**config.mk**
```make
export PLATFORM = sky130hd
export DESIGN_NAME = mem_arbiter
export DESIGN_NICKNAME = d
export VERILOG_FILES = /design/src/rtl/mem_arbiter.sv
export SDC_FILE = /design/constraint.sdc
export NUM_CORES = 1
export LEC_CHECK = 0
export BUFFER_PORTS_ARGS = -buffer_cell sky130_fd_sc_hd__buf_4
export CELL_PAD_IN_SITES_DETAIL_PLACEMENT = 1
export CELL_PAD_IN_SITES_GLOBAL_PLACEMENT = 1
export CORE_MARGIN = 4
export CORE_UTILIZATION = 38
export CTS_CLUSTER_DIAMETER = 30
export DETAILED_ROUTE_END_ITERATION = 7
export GPL_TIMING_DRIVEN = 0
export PLACE_DENSITY_LB_ADDON = 0.1
export SETUP_SLACK_MARGIN = 0.15
export SYNTH_ARGS = -nofsm -noshare
export SYNTH_HDL_FRONTEND = slang
export SYNTH_SLANG_ARGS = --single-unit
```
**constraint.sdc**
```tcl
create_clock -name clk -period 5.1 [get_ports clk]
set_input_delay 0.765 -clock clk [delete_from_list [all_inputs] [get_ports clk]]
set_output_delay 0.765 -clock clk [all_outputs]
set_load 0.03 [all_outputs]
```
**src/rtl/mem_arbiter.sv**
```systemverilog
// mem_arbiter
// Shares one single-ported memory between an instruction-fetch requester and a
// data requester. Data requests take priority over fetches. Loads and fetches
// are pipelined, so a grant can be issued every cycle while the response to the
// previous grant is returned. Byte and half-word stores are done as a
// read-modify-write of the containing word. Misaligned or illegal data
// requests are accepted but never reach memory and are answered with d_err_o.
//
// Ports
//   clk, rst                  clock, asynchronous active-low reset
//   if_req_i/if_addr_i        fetch request and byte address
//   if_gnt_o                  fetch accepted this cycle
//   if_rvalid_o/if_rdata_o    fetch data, one cycle after the grant
//   d_req_i/d_we_i/d_size_i   data request, store, size (00 B, 01 H, 10 W, 11 illegal)
//   d_unsigned_i              zero-extend a byte/half load
//   d_addr_i/d_wdata_i        data byte address, right-aligned store data
//   d_gnt_o                   data request accepted this cycle
//   d_rvalid_o/d_rdata_o      load data, one cycle after the grant
//   d_done_o                  store complete
//   d_err_o                   misaligned or illegal request
//   memread_o/memwrite_o      memory strobes (never both high)
//   memaddr_o                 word-aligned memory address
//   memwdata_o                memory write data
//   memrdata_i                memory read data, valid the cycle after memread_o
module mem_arbiter #(
  parameter int WIDTH      = 32,
  parameter int ADDR_WIDTH = 32
) (
  input  logic                  clk,
  input  logic                  rst,
  input  logic                  if_req_i,
  input  logic [ADDR_WIDTH-1:0] if_addr_i,
  output logic                  if_gnt_o,
  output logic                  if_rvalid_o,
  output logic [WIDTH-1:0]      if_rdata_o,
  input  logic                  d_req_i,
  input  logic                  d_we_i,
  input  logic [1:0]            d_size_i,
  input  logic                  d_unsigned_i,
  input  logic [ADDR_WIDTH-1:0] d_addr_i,
  input  logic [WIDTH-1:0]      d_wdata_i,
  output logic                  d_gnt_o,
  output logic                  d_rvalid_o,
  output logic                  d_done_o,
  output logic                  d_err_o,
  output logic [WIDTH-1:0]      d_rdata_o,
  output logic                  memread_o,
  output logic                  memwrite_o,
  output logic [ADDR_WIDTH-1:0] memaddr_o,
  output logic [WIDTH-1:0]      memwdata_o,
  input  logic [WIDTH-1:0]      memrdata_i
);

  typedef enum logic [1:0] {
    ST_IDLE   = 2'b00,
    ST_RMW_RD = 2'b01,
    ST_RMW_WR = 2'b10
  } state_t;

  // Who the response in the next cycle belongs to.
  typedef enum logic [2:0] {
    OWN_NONE   = 3'd0,
    OWN_IF     = 3'd1,
    OWN_DLOAD  = 3'd2,
    OWN_DSTORE = 3'd3,
    OWN_DERR   = 3'd4
  } owner_t;

  localparam logic [1:0] SZ_BYTE = 2'b00;
  localparam logic [1:0] SZ_HALF = 2'b01;
  localparam logic [1:0] SZ_WORD = 2'b10;

  // Registered state
  state_t                  state_r;
  owner_t                  owner_r;
  logic [1:0]              off_r;
  logic [1:0]              size_r;
  logic                    uns_r;
  logic [ADDR_WIDTH-1:0]   st_addr_r;
  logic [1:0]              st_off_r;
  logic [1:0]              st_size_r;
  logic [WIDTH-1:0]        st_wdata_r;
  logic [WIDTH-1:0]        merged_r;

  // Next-state / combinational outputs
  state_t                  state_s;
  owner_t                  owner_s;
  logic [1:0]              off_s;
  logic [1:0]              size_s;
  logic                    uns_s;
  logic [ADDR_WIDTH-1:0]   st_addr_s;
  logic [1:0]              st_off_s;
  logic [1:0]              st_size_s;
  logic [WIDTH-1:0]        st_wdata_s;
  logic [WIDTH-1:0]        merged_s;
  logic                    if_gnt_s;
  logic                    d_gnt_s;
  logic                    memread_s;
  logic                    memwrite_s;
  logic [ADDR_WIDTH-1:0]   memaddr_s;
  logic [WIDTH-1:0]        memwdata_s;

  // Fetch addresses are always word aligned by the memory port.
  logic                    unused_if_low_s;
  assign unused_if_low_s = ^if_addr_i[1:0];

  // Word-aligned version of a byte address.
  function automatic logic [ADDR_WIDTH-1:0] word_align(input logic [ADDR_WIDTH-1:0] addr);
    return {addr[ADDR_WIDTH-1:2], 2'b00};
  endfunction

  // True when the access cannot be performed as a single aligned access.
  function automatic logic is_misaligned(input logic [1:0] size, input logic [1:0] off);
    logic bad;
    case (size)
      SZ_BYTE: bad = 1'b0;
      SZ_HALF: bad = off[0];
      SZ_WORD: bad = (off != 2'b00);
      default: bad = 1'b1;
    endcase
    return bad;
  endfunction

  // Pick the addressed lane from a memory word and sign/zero extend it.
  function automatic logic [WIDTH-1:0] load_extract(input logic [WIDTH-1:0] word,
                                                    input logic [1:0]       off,
                                                    input logic [1:0]       size,
                                                    input logic             uns);
    logic [WIDTH-1:0] sh;
    logic [WIDTH-1:0] res;
    sh = word >> {off, 3'b000};
    case (size)
      SZ_BYTE: begin
        if (uns) begin
          res = {{(WIDTH-8){1'b0}}, sh[7:0]};
        end else begin
          res = {{(WIDTH-8){sh[7]}}, sh[7:0]};
        end
      end
      SZ_HALF: begin
        if (uns) begin
          res = {{(WIDTH-16){1'b0}}, sh[15:0]};
        end else begin
          res = {{(WIDTH-16){sh[15]}}, sh[15:0]};
        end
      end
      default: res = word;
    endcase
    return res;
  endfunction

  // Replace the byte or half-word lane selected by off with the low store bits.
  function automatic logic [WIDTH-1:0] store_merge(input logic [WIDTH-1:0] old_word,
                                                   input logic [WIDTH-1:0] wdata,
                                                   input logic [1:0]       off,
                                                   input logic [1:0]       size);
    logic [WIDTH-1:0] lane_mask;
    logic [WIDTH-1:0] ins;
    if (size == SZ_HALF) begin
      lane_mask = {{(WIDTH-16){1'b0}}, 16'hFFFF};
    end else begin
      lane_mask = {{(WIDTH-8){1'b0}}, 8'hFF};
    end
    lane_mask = lane_mask << {off, 3'b000};
    ins       = wdata << {off, 3'b000};
    return (old_word & ~lane_mask) | (ins & lane_mask);
  endfunction

  // Arbitration, memory strobes and next-state selection.
  always_comb begin
    state_s    = state_r;
    owner_s    = OWN_NONE;
    off_s      = off_r;
    size_s     = size_r;
    uns_s      = uns_r;
    st_addr_s  = st_addr_r;
    st_off_s   = st_off_r;
    st_size_s  = st_size_r;
    st_wdata_s = st_wdata_r;
    merged_s   = merged_r;
    if_gnt_s   = 1'b0;
    d_gnt_s    = 1'b0;
    memread_s  = 1'b0;
    memwrite_s = 1'b0;
    memaddr_s  = {ADDR_WIDTH{1'b0}};
    memwdata_s = {WIDTH{1'b0}};
    // While reset is held every combinational output stays low even if the
    // requesters are already asserting.
    if (rst) begin
      case (state_r)
        ST_IDLE: begin
          if (d_req_i) begin
            d_gnt_s = 1'b1;
            if (is_misaligned(d_size_i, d_addr_i[1:0])) begin
              owner_s = OWN_DERR;
            end else if (!d_we_i) begin
              memread_s = 1'b1;
              memaddr_s = word_align(d_addr_i);
              owner_s   = OWN_DLOAD;
              off_s     = d_addr_i[1:0];
              size_s    = d_size_i;
              uns_s     = d_unsigned_i;
            end else if (d_size_i == SZ_WORD) begin
              memwrite_s = 1'b1;
              memaddr_s  = word_align(d_addr_i);
              memwdata_s = d_wdata_i;
              owner_s    = OWN_DSTORE;
            end else begin
              // Sub-word store: read the old word first.
              memread_s  = 1'b1;
              memaddr_s  = word_align(d_addr_i);
              st_addr_s  = word_align(d_addr_i);
              st_off_s   = d_addr_i[1:0];
              st_size_s  = d_size_i;
              st_wdata_s = d_wdata_i;
              state_s    = ST_RMW_RD;
            end
          end else if (if_req_i) begin
            if_gnt_s  = 1'b1;
            memread_s = 1'b1;
            memaddr_s = word_align(if_addr_i);
            owner_s   = OWN_IF;
          end else begin
            owner_s = OWN_NONE;
          end
        end
        ST_RMW_RD: begin
          merged_s = store_merge(memrdata_i, st_wdata_r, st_off_r, st_size_r);
          state_s  = ST_RMW_WR;
        end
        ST_RMW_WR: begin
          memwrite_s = 1'b1;
          memaddr_s  = st_addr_r;
          memwdata_s = merged_r;
          owner_s    = OWN_DSTORE;
          state_s    = ST_IDLE;
        end
        default: begin
          state_s = ST_IDLE;
        end
      endcase
    end else begin
      state_s = ST_IDLE;
      owner_s = OWN_NONE;
    end
  end

  // State, response owner and store-buffer registers.
  always_ff @(posedge clk or negedge rst) begin
    if (!rst) begin
      state_r    <= ST_IDLE;
      owner_r    <= OWN_NONE;
      off_r      <= 2'b00;
      size_r     <= 2'b00;
      uns_r      <= 1'b0;
      st_addr_r  <= {ADDR_WIDTH{1'b0}};
      st_off_r   <= 2'b00;
      st_size_r  <= 2'b00;
      st_wdata_r <= {WIDTH{1'b0}};
      merged_r   <= {WIDTH{1'b0}};
    end else begin
      state_r    <= state_s;
      owner_r    <= owner_s;
      off_r      <= off_s;
      size_r     <= size_s;
      uns_r      <= uns_s;
      st_addr_r  <= st_addr_s;
      st_off_r   <= st_off_s;
      st_size_r  <= st_size_s;
      st_wdata_r <= st_wdata_s;
      merged_r   <= merged_s;
    end
  end

  assign if_gnt_o   = if_gnt_s;
  assign d_gnt_o    = d_gnt_s;
  assign memread_o  = memread_s;
  assign memwrite_o = memwrite_s;
  assign memaddr_o  = memaddr_s;
  assign memwdata_o = memwdata_s;

  // Responses are decoded from the registered owner tag, so each is a
  // single-cycle pulse that can overlap with the next grant.
  assign if_rvalid_o = (owner_r == OWN_IF);
  assign d_rvalid_o  = (owner_r == OWN_DLOAD);
  assign d_done_o    = (owner_r == OWN_DSTORE);
  assign d_err_o     = (owner_r == OWN_DERR);
  assign if_rdata_o  = if_rvalid_o ? memrdata_i : {WIDTH{1'b0}};
  assign d_rdata_o   = d_rvalid_o ? load_extract(memrdata_i, off_r, size_r, uns_r)
                                  : {WIDTH{1'b0}};

endmodule
```
==> results of run 1 <==
[layout make-up]
cell class | instances | area [sq um]
clock buffers | 11 | 253
fillers | 1793 | 6770
flip-flops and latches | 92 | 2300
well taps | 211 | 264
plain buffers | 59 | 283
clock inverters | 5 | 41.3
repair buffers | 267 | 2010
multi-input cells | 425 | 3410
inverters | 25 | 93.8
[registers in the layout, summed over array words and instances (netlist names)]
signal      flops
merged_r       32
off_r           2
owner_r         3
size_r          2
st_addr_r      30
st_off_r        2
st_size_r       2
st_wdata_r     16
state_r         2
uns_r           1
[synthesized netlist by cell type (16+ instances only)]
library cell  count
dfrtp_1          92
and2_1           59
mux2_2           43
nand2_1          38
clkbuf_1         34
a22o_1           32
mux2_1           29
a221o_1          25
inv_1            23
o21ai_0          21
o2111ai_1        17
o2bb2ai_1        16
o311ai_0         16
[layer usage]
layer | vias to the layer above | GRT usage (%) | part of all wire, %
met4 | 0 | 10.9 | 3.4
met3 | 52 | 7.27 | 6.6
met2 | 209 | 46.9 | 51
met1 | 3054 | 30.4 | 39
li1 | 2857 | - | -
met5 | - | 0 | 0
[final timing paths]
check	cells past startpoint	from	endpoint	slack (ns)
worst min-delay path	1	st_addr_r[7]	st_addr_r[7]	0.49
min in group asynchronous	1	rst	merged_r[12]	0.52
worst max-delay path	6	rst	memaddr_o[18]	1.03
max in group asynchronous	1	rst	st_addr_r[19]	3.97
worst min register to register	1	st_addr_r[7]	st_addr_r[7]	0.49
worst max register to register	6	state_r[0]	st_addr_r[20]	2.96
[metrics by stage]
step	instance area, sq um	total power [mW]	instances	hold slack, ns
after floorplan	6090	1.56	601	0.450
after global placement	8360	1.88	1079	0.466
after detailed placement	8360	1.93	1079	0.477
after CTS	8650	2.61	1095	0.489
after global routing	8650	2.74	1095	0.508
final	8650	2.61	1095	0.486
[cells by family after synthesis]
group	count (synthesis)	share of synthesized area, %
buf+inv	84	6.19
simple gates	146	14.2
flops	92	37.8
other cells	1	0.0616
compound gates	195	26.5
mux	82	15.2
[cells in the final DEF (no fill, tap or decap), types with 3 or more instances in the layout]
cell and n:
a21oi_1 14, a221o_1 25, a221oi_1 7, a22o_1 32, a32o_1 4, and2_1 59
and3b_1 5, buf_1 4, buf_2 12, buf_4 270, buf_6 5, clkbuf_1 34
clkbuf_16 9, dfrtp_1 92, inv_1 23, mux2_1 29, mux2_2 43, mux2i_1 9
nand2_1 38, nand2b_1 8, nand3b_1 3, nor2_1 3, nor2b_1 7, nor3_1 10
o2111ai_1 17, o21ai_0 21, o221a_2 7, o221ai_1 9, o22a_1 7, o2bb2ai_1 16
o311ai_0 16, o31ai_1 8
[power groups by stage]
| stage | registers [mW] | logic (mW) | clock network, mW |
|---|---|---|---|
| 2_1_floorplan | 1.00 | 0.554 | 0 |
| 3_3_place_gp | 1.05 | 0.828 | 0 |
| 3_5_place_dp | 1.07 | 0.864 | 0 |
| 4_1_cts | 1.05 | 0.867 | 0.689 |
| 5_1_grt | 1.08 | 0.948 | 0.715 |
| 6_report | 1.05 | 0.871 | 0.681 |
==> PnR_summary.wiki, run 1 <==
{| class="wikitable"
! Metric !! Value
|-
| Final worst path period share || 79.8%
|-
| Status || finished, final reports clean
|-
| Maximum ir drop on the vdd rail || 0.000172 V
|-
| Leakage || 4.08 nW
|-
| Clock share of power || around a quarter
|-
| Max-capacitance violation count || 0
|-
| Maximum number of pins on one net before global-route repair || 98
|-
| Library cell with the largest summed area after synthesis || dfrtp_1
|-
| Final TNS setup || 0 ns
|-
| Post-synthesis instance area || 6080 sq um
|-
| Horizontal die dimension || 135 microns
|-
| Switching part of the total power || 36.6%
|-
| CTS root buf || clkbuf_16
|-
| Total detailed-routing wirelength || 24,700 microns
|-
| Overall fraction of global-route tracks in use || 26.6%
|-
| Max Clock Freq || 246 MHz
|-
| Layout cell share with drive strength beyond 1 || between 40% and 50%
|-
| Least-Margin Pin Slew || 1.03 ns
|-
| FF+latch count, synth || 92
|-
| # setup viols final || 0
|-
| Clock Path Buffers || 2
|-
| Final Skew || 0.0113 ns
|-
| Number of antenna-violating nets in the routed design || 0
|-
| Post-placement worst setup slack || 0.656 ns
|-
| Top FF cell, synth || dfrtp_1
|-
| # DRC || 0
|-
| Power per unit of standard cell area || ~300 nW/um^2
|-
| Per-cell via count in the routed design || 5.64
|-
| Iteration-0 DRC Markers || 388
|-
| Effective utilization at floorplan || 39.4%
|-
| Element type at the critical path end || primary output
|-
| Number of antenna violations at the first check in global routing || 0
|-
| Top post-synthesis cells by area || dfrtp_1 (38%), mux2_2 (8.0%), and2_1 (6.1%)
|-
| Data arrival, critical path || 3.30 ns
|-
| YS warnings || 0
|-
| Type of the worst min-delay path || reg -> reg
|-
| First drt pass iteration count || 4
|-
| Cell row count || 45
|-
| Start-to-end type of the worst setup path || in -> out
|-
| Fraction of synthesis flops using an asynchronous set or reset pin || 100%
|-
| Number of pins exceeding their max-slew limit in the final report || 0
|-
| Total Die Area || 18,100 sq um
|-
| Standard cell with the maximum stage delay on the critical path || buf_6
|-
| Series of cell instances along the critical path || buf_6 -> nand2b_1 -> nor3_2 -> clkbuf_1 -> a221o_1 -> buf_4
|-
| Post-Syn Area per Cell || 10.1 sq um
|-
| Post-synthesis sequential area ratio || 37.8%
|-
| Maximum level of the CTS H-tree || 3
|-
| NumNets Final || between 1,000 and 1,500
|-
| Number of buffers inserted during clock tree synthesis || 9
|-
| Combinational Power Share || 33.4%
|-
| Total via count after detailed routing || 6,172
|-
| Diodes inserted || 0
|-
| Highest net fanout along the worst path || 97
|-
| Cells resized by post-CTS repair || 0
|-
| Number of enable flip-flop cells after synthesis || 0
|-
| Overall overflow remaining after global route || 0
|-
| Clock tree from TritonCTS || done
|-
| Wire length of the first global-routing pass || 37,700 microns
|-
| Clock insertion delay at the later pin of the skew report || 0.35 ns
|-
| Core ar. || 15,400 sq um
|-
| Top-level port count || between 200 and 300
|-
| Post-synthesis cell count || 600
|-
| Number of global-route vias before repair || 6,703
|-
| Switching power || 0.953 mW
|-
| Mean routed wirelength per cell || between 20 and 25 microns
|-
| Max-Slew Margin vs Limit || 30.6%
|-
| Peak per-stage delay on the critical path || between 0.6 and 0.7 ns
|-
| Area share of the largest cell type after synthesis || 37.8%
|-
| Sequential share of power || 40.4%
|-
| Startpoint Class || input port
|-
| Fraction of the core area covered by cells at the end of the flow || about 56%
|-
| Post-layout worst setup margin || 1.03 ns
|-
| CP bufs+invs || 3
|-
| Cell type group with the largest total delay on the critical path || buffers and inverters
|-
| Clock-pin transition on the worst setup and hold timing paths || 0.07 ns
|-
| Count of hold-fix buffers inserted at cts || 0
|-
| Worst Path Required || 4.34 ns
|-
| Port bufs || around 270
|-
| Die boundary height || about 130 microns
|-
| Number of hold-slack violations in the final timing report || 0
|-
| Hpwl dp || 19,700 microns
|-
| Final critical delay including setup and external delays || 4.07 ns
|-
| Unrepaired setup endpoints after global routing || no
|-
| Synthesis-to-layout area growth || 42.2%
|-
| Placer congestion estimate || 0.972
|-
| Number of setup buffers added after CTS || 0
|-
| CTS sink count || 92
|-
| Internal power || 1.65 mW
|-
| Count of unique library cells instantiated by Yosys || 54
|}
Power figures use the tool's default switching activity.
==> run 2, diff against run 1 <==
--- a/config.mk
+++ b/config.mk
@@ -9,7 +9,7 @@
 export CELL_PAD_IN_SITES_DETAIL_PLACEMENT = 1
 export CELL_PAD_IN_SITES_GLOBAL_PLACEMENT = 1
 export CORE_MARGIN = 4
-export CORE_UTILIZATION = 38
+export CORE_UTILIZATION = 35
 export CTS_CLUSTER_DIAMETER = 30
 export DETAILED_ROUTE_END_ITERATION = 7
 export GPL_TIMING_DRIVEN = 0
==> constraint.sdc (replaced) <==
create_clock -name clk -period 4.3 [get_ports clk]
set_input_delay 0.645 -clock clk [delete_from_list [all_inputs] [get_ports clk]]
set_output_delay 0.645 -clock clk [all_outputs]
set_load 0.03 [all_outputs]
==> run 2 against run 1 <==
Net effect:
- total power is 18% higher
- final cell count is 0.73% higher
- critical path type unchanged
- clock skew is 0.0059 ns lower
- utilization is 4.6 points lower
==> PnR_summary.wiki, run 2 (synthesized netlist as in run 1, its figures left out) <==
{| class="wikitable"
! Metric !! Value
|-
| CTS sink count || 92 (unchanged)
|-
| Layout cell share with drive strength beyond 1 || 40.7% (-0.29 points)
|-
| # setup viols final || 0 (unchanged)
|-
| Number of pins exceeding their max-slew limit in the final report || 0 (unchanged)
|-
| Register name with the most flops || merged_r
|-
| Clock share of power || 25.9% (-0.2 points)
|-
| Per-cell via count in the routed design || 5.63 (-0.18%)
|-
| Overall power of the completed layout || 3.09 mW (+18%)
|-
| NumNets Final || 1,015 (unchanged)
|-
| Total Die Area || 19,600 sq um (+8.0%)
|-
| Maximum level of the CTS H-tree || 3 (unchanged)
|-
| Core ar. || 16,800 sq um (+9.0%)
|-
| Max Clock Freq || ~260 MHz
|-
| Overall fraction of global-route tracks in use || 24.8% (-1.8 points)
|-
| Max-capacitance violation count || 0 (unchanged)
|-
| CTS root buf || clkbuf_16
|-
| Startpoint Class || input port
|-
| Mean routed wirelength per cell || 22.9 microns (+1.5%)
|-
| Max-Slew Margin vs Limit || 42.1% (+11 points)
|-
| Worst Path Required || 3.65 ns (-0.69 ns)
|-
| Combinational Power Share || 33.5% (about the same)
|-
| Peak per-stage delay on the critical path || 0.64 ns (about the same)
|-
| Final Skew || 0.00542 ns (-0.00591 ns)
|-
| Clock tree from TritonCTS || done
|-
| Iteration-0 DRC Markers || 289 (-26%)
|-
| Maximum number of pins on one net before global-route repair || 98 (unchanged)
|-
| Horizontal die dimension || 140 microns (+3.9%)
|-
| Final critical delay including setup and external delays || 3.80 ns
|-
| Total detailed-routing wirelength || 25,200 microns (+2.2%)
|-
| Least-Margin Pin Slew || 0.856 ns (-0.179 ns)
|-
| Hpwl dp || 20,300 microns (+3.1%)
|-
| Internal power || 2.00 mW (+21%)
|-
| # DRC || 0 (unchanged)
|-
| Count of hold-fix buffers inserted at cts || 0 (unchanged)
|-
| Standard cell with the maximum stage delay on the critical path || nor3_2
|-
| Number of buffers inserted during clock tree synthesis || 9 (unchanged)
|-
| Die boundary height || 140 microns (+3.9%)
|-
| Cells resized by post-CTS repair || 1 (+1)
|-
| Effective utilization at floorplan || 36.2% (-3.3 points)
|-
| Sequential share of power || 40.5% (about the same)
|-
| Leakage || 4.08 nW (about the same)
|-
| Maximum ir drop on the vdd rail || 0.000205 V (+19%)
|-
| Number of setup buffers added after CTS || 0 (unchanged)
|-
| Status || finished, final reports clean
|-
| Largest registers || merged_r x32, st_addr_r x30, st_wdata_r x16
|-
| Top-level port count || 272 (unchanged)
|-
| Unrepaired setup endpoints after global routing || no
|-
| Overall overflow remaining after global route || 0 (unchanged)
|-
| Synthesis-to-layout area growth || 42.4%
|-
| Switching part of the total power || 35.3% (-1.3 points)
|-
| Most common cell after layout, fill and taps aside || buf_4
|-
| Fraction of the core area covered by cells at the end of the flow || 51.5% (-4.6 points)
|-
| Placer congestion estimate || 0.859 (-12%)
|-
| Type of the worst min-delay path || in -> async
|-
| Final TNS setup || 0 ns (unchanged)
|-
| Port bufs || 267 (unchanged)
|-
| Power per unit of standard cell area || 356 nW/um^2 (+18%)
|-
| Start-to-end type of the worst setup path || in -> out
|-
| First drt pass iteration count || 5 (+1)
|-
| Clock-pin transition on the worst setup and hold timing paths || 0.06 ns (about the same)
|-
| Cell type group with the largest total delay on the critical path || buffers and inverters
|-
| Number of hold-slack violations in the final timing report || 0 (unchanged)
|-
| CP bufs+invs || 3 (unchanged)
|-
| Final worst path period share || 88.3%
|-
| Highest net fanout along the worst path || 97 (unchanged)
|-
| Switching power || 1.09 mW (+14%)
|-
| Clock Path Buffers || 2 (unchanged)
|-
| Cell row count || 47 (+4.4%)
|-
| Number of antenna-violating nets in the routed design || 0 (unchanged)
|-
| Series of cell instances along the critical path || clkbuf_8 -> nand2b_1 -> nor3_2 -> clkbuf_1 -> a221o_1 -> buf_4
|-
| Total via count after detailed routing || 6,206 (+0.55%)
|-
| Wire length of the first global-routing pass || 38,300 microns (+1.7%)
|-
| Highest-count cells in the layout ignoring fill and taps || buf_4 (270), dfrtp_1 (92), and2_1 (59), mux2_2 (43), nand2_1 (38)
|-
| Fill count || 1,957 (+9.1%)
|-
| Number of global-route vias before repair || 6,585 (-1.8%)
|-
| Clock insertion delay at the later pin of the skew report || 0.34 ns (about the same)
|-
| Data arrival, critical path || 3.15 ns (-0.15 ns)
|-
| Flip-flop count of the largest register after layout || 32 (unchanged)
|-
| Diodes inserted || 0 (unchanged)
|-
| Element type at the critical path end || primary output
|-
| Number of antenna violations at the first check in global routing || 0 (unchanged)
|}
run 2: per-stage QoR:
stage / hold WS, ns / cells / setup WS (ns) / instance area (sq um)
2_1_floorplan: 0.349 / 601 / 1.55 / 6090
4_1_cts: 0.437 / 1103 / 0.400 / 8660
5_1_grt: 0.450 / 1103 / 0.221 / 8670
3_3_place_gp: 0.465 / 1088 / 0.140 / 8370
6_report: 0.395 / 1103 / 0.505 / 8670
3_5_place_dp: 0.473 / 1088 / 0.0651 / 8370
run 2: worst paths after layout:
kind | from | endpoint | slack, ns | cells after the start
worst max-delay path | rst | memaddr_o[16] | 0.50 | 6
worst min-delay path | rst | st_wdata_r[12] | 0.39 | 1
worst max register to register | st_off_r[0] | merged_r[30] | 2.13 | 5
worst min register to register | st_addr_r[16] | st_addr_r[16] | 0.49 | 1
max in group asynchronous | rst | owner_r[1] | 3.35 | 1
min in group clk | st_addr_r[16] | st_addr_r[16] | 0.49 | 1
run 2: area by class of cell:
| cell class | instances | area [sq um] | share of cell area (%) |
|---|---|---|---|
| repair buffers | 267 | 2010 | 23.2 |
| flip-flops and latches | 92 | 2300 | 26.6 |
| well taps | 220 | 275 | 3.18 |
| multi-input cells | 425 | 3410 | 39.3 |
| clock buffers | 12 | 246 | 2.84 |
| inverters | 25 | 93.8 | 1.08 |
| plain buffers | 59 | 283 | 3.26 |
| clock inverters | 3 | 46.3 | 0.534 |
run 2: per-layer routing:
metal	up-vias	track usage, %	share of wire [%]	wire (microns)
met3	36	5.56	6.0	1520
met5	-	0	0	0
li1	2866	-	-	-
met4	0	7.75	2.3	573
met2	224	45.0	52	13200
met1	3080	29.0	39	9940
run 2: power groups by stage:
stage               Sequential (mW)  Combinational [mW]  Clock [mW]
finish                         1.25                1.04       0.801
global route                   1.28                1.12       0.861
CTS                            1.25                1.03       0.824
detailed placement             1.26                1.02           0
global placement               1.25               0.982           0
floorplan                      1.19               0.657           0
==> run 3, diff against run 2 <==
--- a/config.mk
+++ b/config.mk
@@ -14,6 +14,7 @@
 export DETAILED_ROUTE_END_ITERATION = 7
 export GPL_TIMING_DRIVEN = 0
 export PLACE_DENSITY_LB_ADDON = 0.1
+export RECOVER_POWER = 100
 export SETUP_SLACK_MARGIN = 0.15
 export SYNTH_ARGS = -nofsm -noshare
 export SYNTH_HDL_FRONTEND = slang
==> run 3 against run 2 <==
Net effect:
- via count shrank 0.31%
- critical path depth unchanged
- highest routed layer unchanged
- critical path type unchanged
- worst setup slack lost 0.17 ns
- sequential power about the same
- first-iteration DRC count is 4.8% higher
- cell area decreased by 3.5%
- sequential share of layout area rose by 0.96 points
- final cell count stayed put
==> PnR_summary.wiki, run 3 (synthesized netlist as in run 1, its figures left out) <==
{| class="wikitable"
! Metric !! Value
|-
| Clock-pin transition on the worst setup and hold timing paths || 0.07 ns (about the same)
|-
| Register name with the most flops || merged_r
|-
| Hpwl dp || 20,300 microns (unchanged)
|-
| Leakage || 3.79 nW (-7.1%)
|-
| Total detailed-routing wirelength || 25,100 microns (-0.46%)
|-
| Status || finished, final reports clean
|-
| Max Clock Freq || 252 MHz (-4.2%)
|-
| NumNets Final || 1,015 (unchanged)
|-
| # DRC || 0 (unchanged)
|-
| Flip-flop count of the largest register after layout || 32 (unchanged)
|-
| Type of the worst min-delay path || in -> async
|-
| Highest metal used || met4
|-
| Least-Margin Pin Slew || 1.29 ns (+0.431 ns)
|-
| Met2 WL || 13,100 microns (-0.58%)
|-
| Reg-to-reg setup timing slack || 1.60 ns (-0.53 ns)
|-
| Met3 layer wire length in the routed design || 1560 microns (+2.8%)
|-
| Critical path startpoint || rst
|-
| Overall overflow remaining after global route || 0 (unchanged)
|-
| First drt pass iteration count || 5 (unchanged)
|-
| Cell row count || 47 (unchanged)
|-
| Core ar. || 16,800 sq um (unchanged)
|-
| Final worst path period share || 92.2% (+3.9 points)
|-
| Number of buffers inserted during clock tree synthesis || 9 (unchanged)
|-
| Detailed-route wire length on metal 1 || 9800 microns (-1.4%)
|-
| Total Die Area || 19,600 sq um (unchanged)
|-
| Clock tree from TritonCTS || done
|-
| Horizontal die dimension || 140 microns (unchanged)
|-
| Number of antenna-violating nets in the routed design || 0 (unchanged)
|-
| Max-Slew Margin vs Limit || 13.1% (-29 points)
|-
| Internal power || 1.97 mW (-1.3%)
|-
| Combinational Power Share || 32.9% (-0.6 points)
|-
| Maximum number of pins on one net before global-route repair || 98 (unchanged)
|-
| Startpoint Class || input port
|-
| Mean routed wirelength per cell || 22.8 microns (-0.46%)
|-
| Final TNS setup || 0 ns (unchanged)
|-
| Clock share of power || 26.3% (+0.4 points)
|-
| Diodes inserted || 0 (unchanged)
|-
| CTS sink count || 92 (unchanged)
|-
| Maximum level of the CTS H-tree || 3 (unchanged)
|-
| Post-placement worst setup slack || 0.0651 ns (unchanged)
|-
| Most common cell after layout, fill and taps aside || buf_4
|-
| Highest-count cells in the layout ignoring fill and taps || buf_4 (199), clkbuf_1 (98), dfrtp_1 (92), mux2_2 (43), nand2_1 (38)
|-
| Max-capacitance violation count || 0 (unchanged)
|-
| Placer congestion estimate || 0.859 (unchanged)
|-
| Switching power || 1.09 mW (+0.16%)
|-
| Start-to-end type of the worst setup path || in -> out
|-
| Final Skew || 0.00710 ns (+0.00168 ns)
|-
| Die boundary height || 140 microns (unchanged)
|-
| Number of global-route vias before repair || 6,585 (unchanged)
|-
| Capturing element of the worst setup path || memwdata_o[30]
|-
| R2r worst-path depth || 6 (+1)
|-
| Element type at the critical path end || primary output
|-
| Number of hold-slack violations in the final timing report || 0 (unchanged)
|-
| Largest registers || merged_r x32, st_addr_r x30, st_wdata_r x16
|-
| Iteration-0 DRC Markers || 303 (+4.8%)
|-
| Layout cell share with drive strength beyond 1 || 33.4% (-7.2 points)
|-
| Final critical delay including setup and external delays || 3.96 ns (+0.167 ns)
|-
| Number of antenna violations at the first check in global routing || 0 (unchanged)
|-
| Switching part of the total power || 35.7% (+0.35 points)
|-
| Post-layout worst setup margin || 0.338 ns (-0.167 ns)
|-
| Reg2reg start || state_r[1]
|-
| # setup viols final || 0 (unchanged)
|-
| Power per unit of standard cell area || 366 nW/um^2 (+2.8%)
|-
| CTS root buf || clkbuf_16
|-
| Unrepaired setup endpoints after global routing || no
|-
| End of the worst register-to-register path || st_off_r[1]
|-
| Synthesis-to-layout area growth || 37.5%
|-
| Clock insertion delay at the later pin of the skew report || 0.34 ns (about the same)
|-
| Highest net fanout along the worst path || 97 (unchanged)
|-
| Sequential share of power || 40.9% (+0.4 points)
|-
| Per-cell via count in the routed design || 5.61 (-0.31%)
|-
| Top-level port count || 272 (unchanged)
|-
| Worst Path Required || 3.65 ns (about the same)
|-
| Port bufs || 267 (unchanged)
|-
| Maximum ir drop on the vdd rail || 0.000204 V (-0.39%)
|-
| Number of pins exceeding their max-slew limit in the final report || 0 (unchanged)
|-
| Data arrival, critical path || 3.32 ns (+0.17 ns)
|-
| Clock Path Buffers || 2 (unchanged)
|-
| Wire length of the first global-routing pass || 38,300 microns (unchanged)
|-
| Overall fraction of global-route tracks in use || 24.8% (unchanged)
|-
| Effective utilization at floorplan || 36.2% (unchanged)
|-
| Total via count after detailed routing || 6,187 (-0.31%)
|}
-- run 3: final cells by class --
cell class / count / area [sq um]
Multi-Input combinational cell: 425 / 3390
Clock inverter: 3 / 46.3
Timing Repair Buffer: 267 / 1770
Fill cell: 1995 / 8450
Inverter: 25 / 93.8
Sequential cell: 92 / 2300
Tap cell: 220 / 275
Buffer: 59 / 243
Clock buffer: 12 / 246
-- run 3: layer usage --
layer / global-route usage, % / vias up
met5: 0 / -
met4: 7.75 / 0
met3: 5.56 / 38
met2: 45.0 / 231
met1: 29.0 / 3065
li1: - / 2853
-- run 3: worst min path at each step --
stage               cells after the start  slack, ns             end     startpoint
floorplan                               0       0.35     merged_r[0]            rst
global placement                        1       0.46   st_addr_r[28]  st_addr_r[28]
detailed placement                      1       0.47   st_addr_r[16]  st_addr_r[16]
CTS                                     1       0.44  st_wdata_r[12]            rst
global route                            1       0.45  st_wdata_r[13]            rst
finish                                  1       0.39  st_wdata_r[12]            rst
-- run 3: power groups by stage --
stage,Clock [mW],Sequential (mW),Combinational [mW]
after floorplan,0,1.19,0.657
after global placement,0,1.25,0.982
after detailed placement,0,1.26,1.02
after CTS,0.824,1.25,1.03
after global routing,0.861,1.27,1.09
final,0.804,1.25,1.01
-- run 3: critical path, cell delays in order --
cell	delay, ns
clkbuf_8	0.59
nand4bb_1	0.40
a211oi_2	0.82
clkbuf_1	0.39
a22o_1	0.19
clkbuf_2	0.20
-- run 3: timing repair --
item / in CTS / in global routing
hold buffers: 0 / 0
gates cloned: 0 / 0
endpoints found under the setup margin: 19 / 7
resized for setup: 1 / 1
setup buffers: 0 / 0
-- run 3: per-stage QoR --
stage,hold slack (ns),utilization [%],std cells,area [sq um],power (mW)
after global placement,0.465,49.8,1088,8370,2.23
after CTS,0.437,51.5,1103,8660,3.10
after floorplan,0.349,-,601,6090,1.85
after global routing,0.446,49.7,1103,8370,3.23
final,0.395,49.7,1103,8370,3.06
after detailed placement,0.473,49.8,1088,8370,2.29
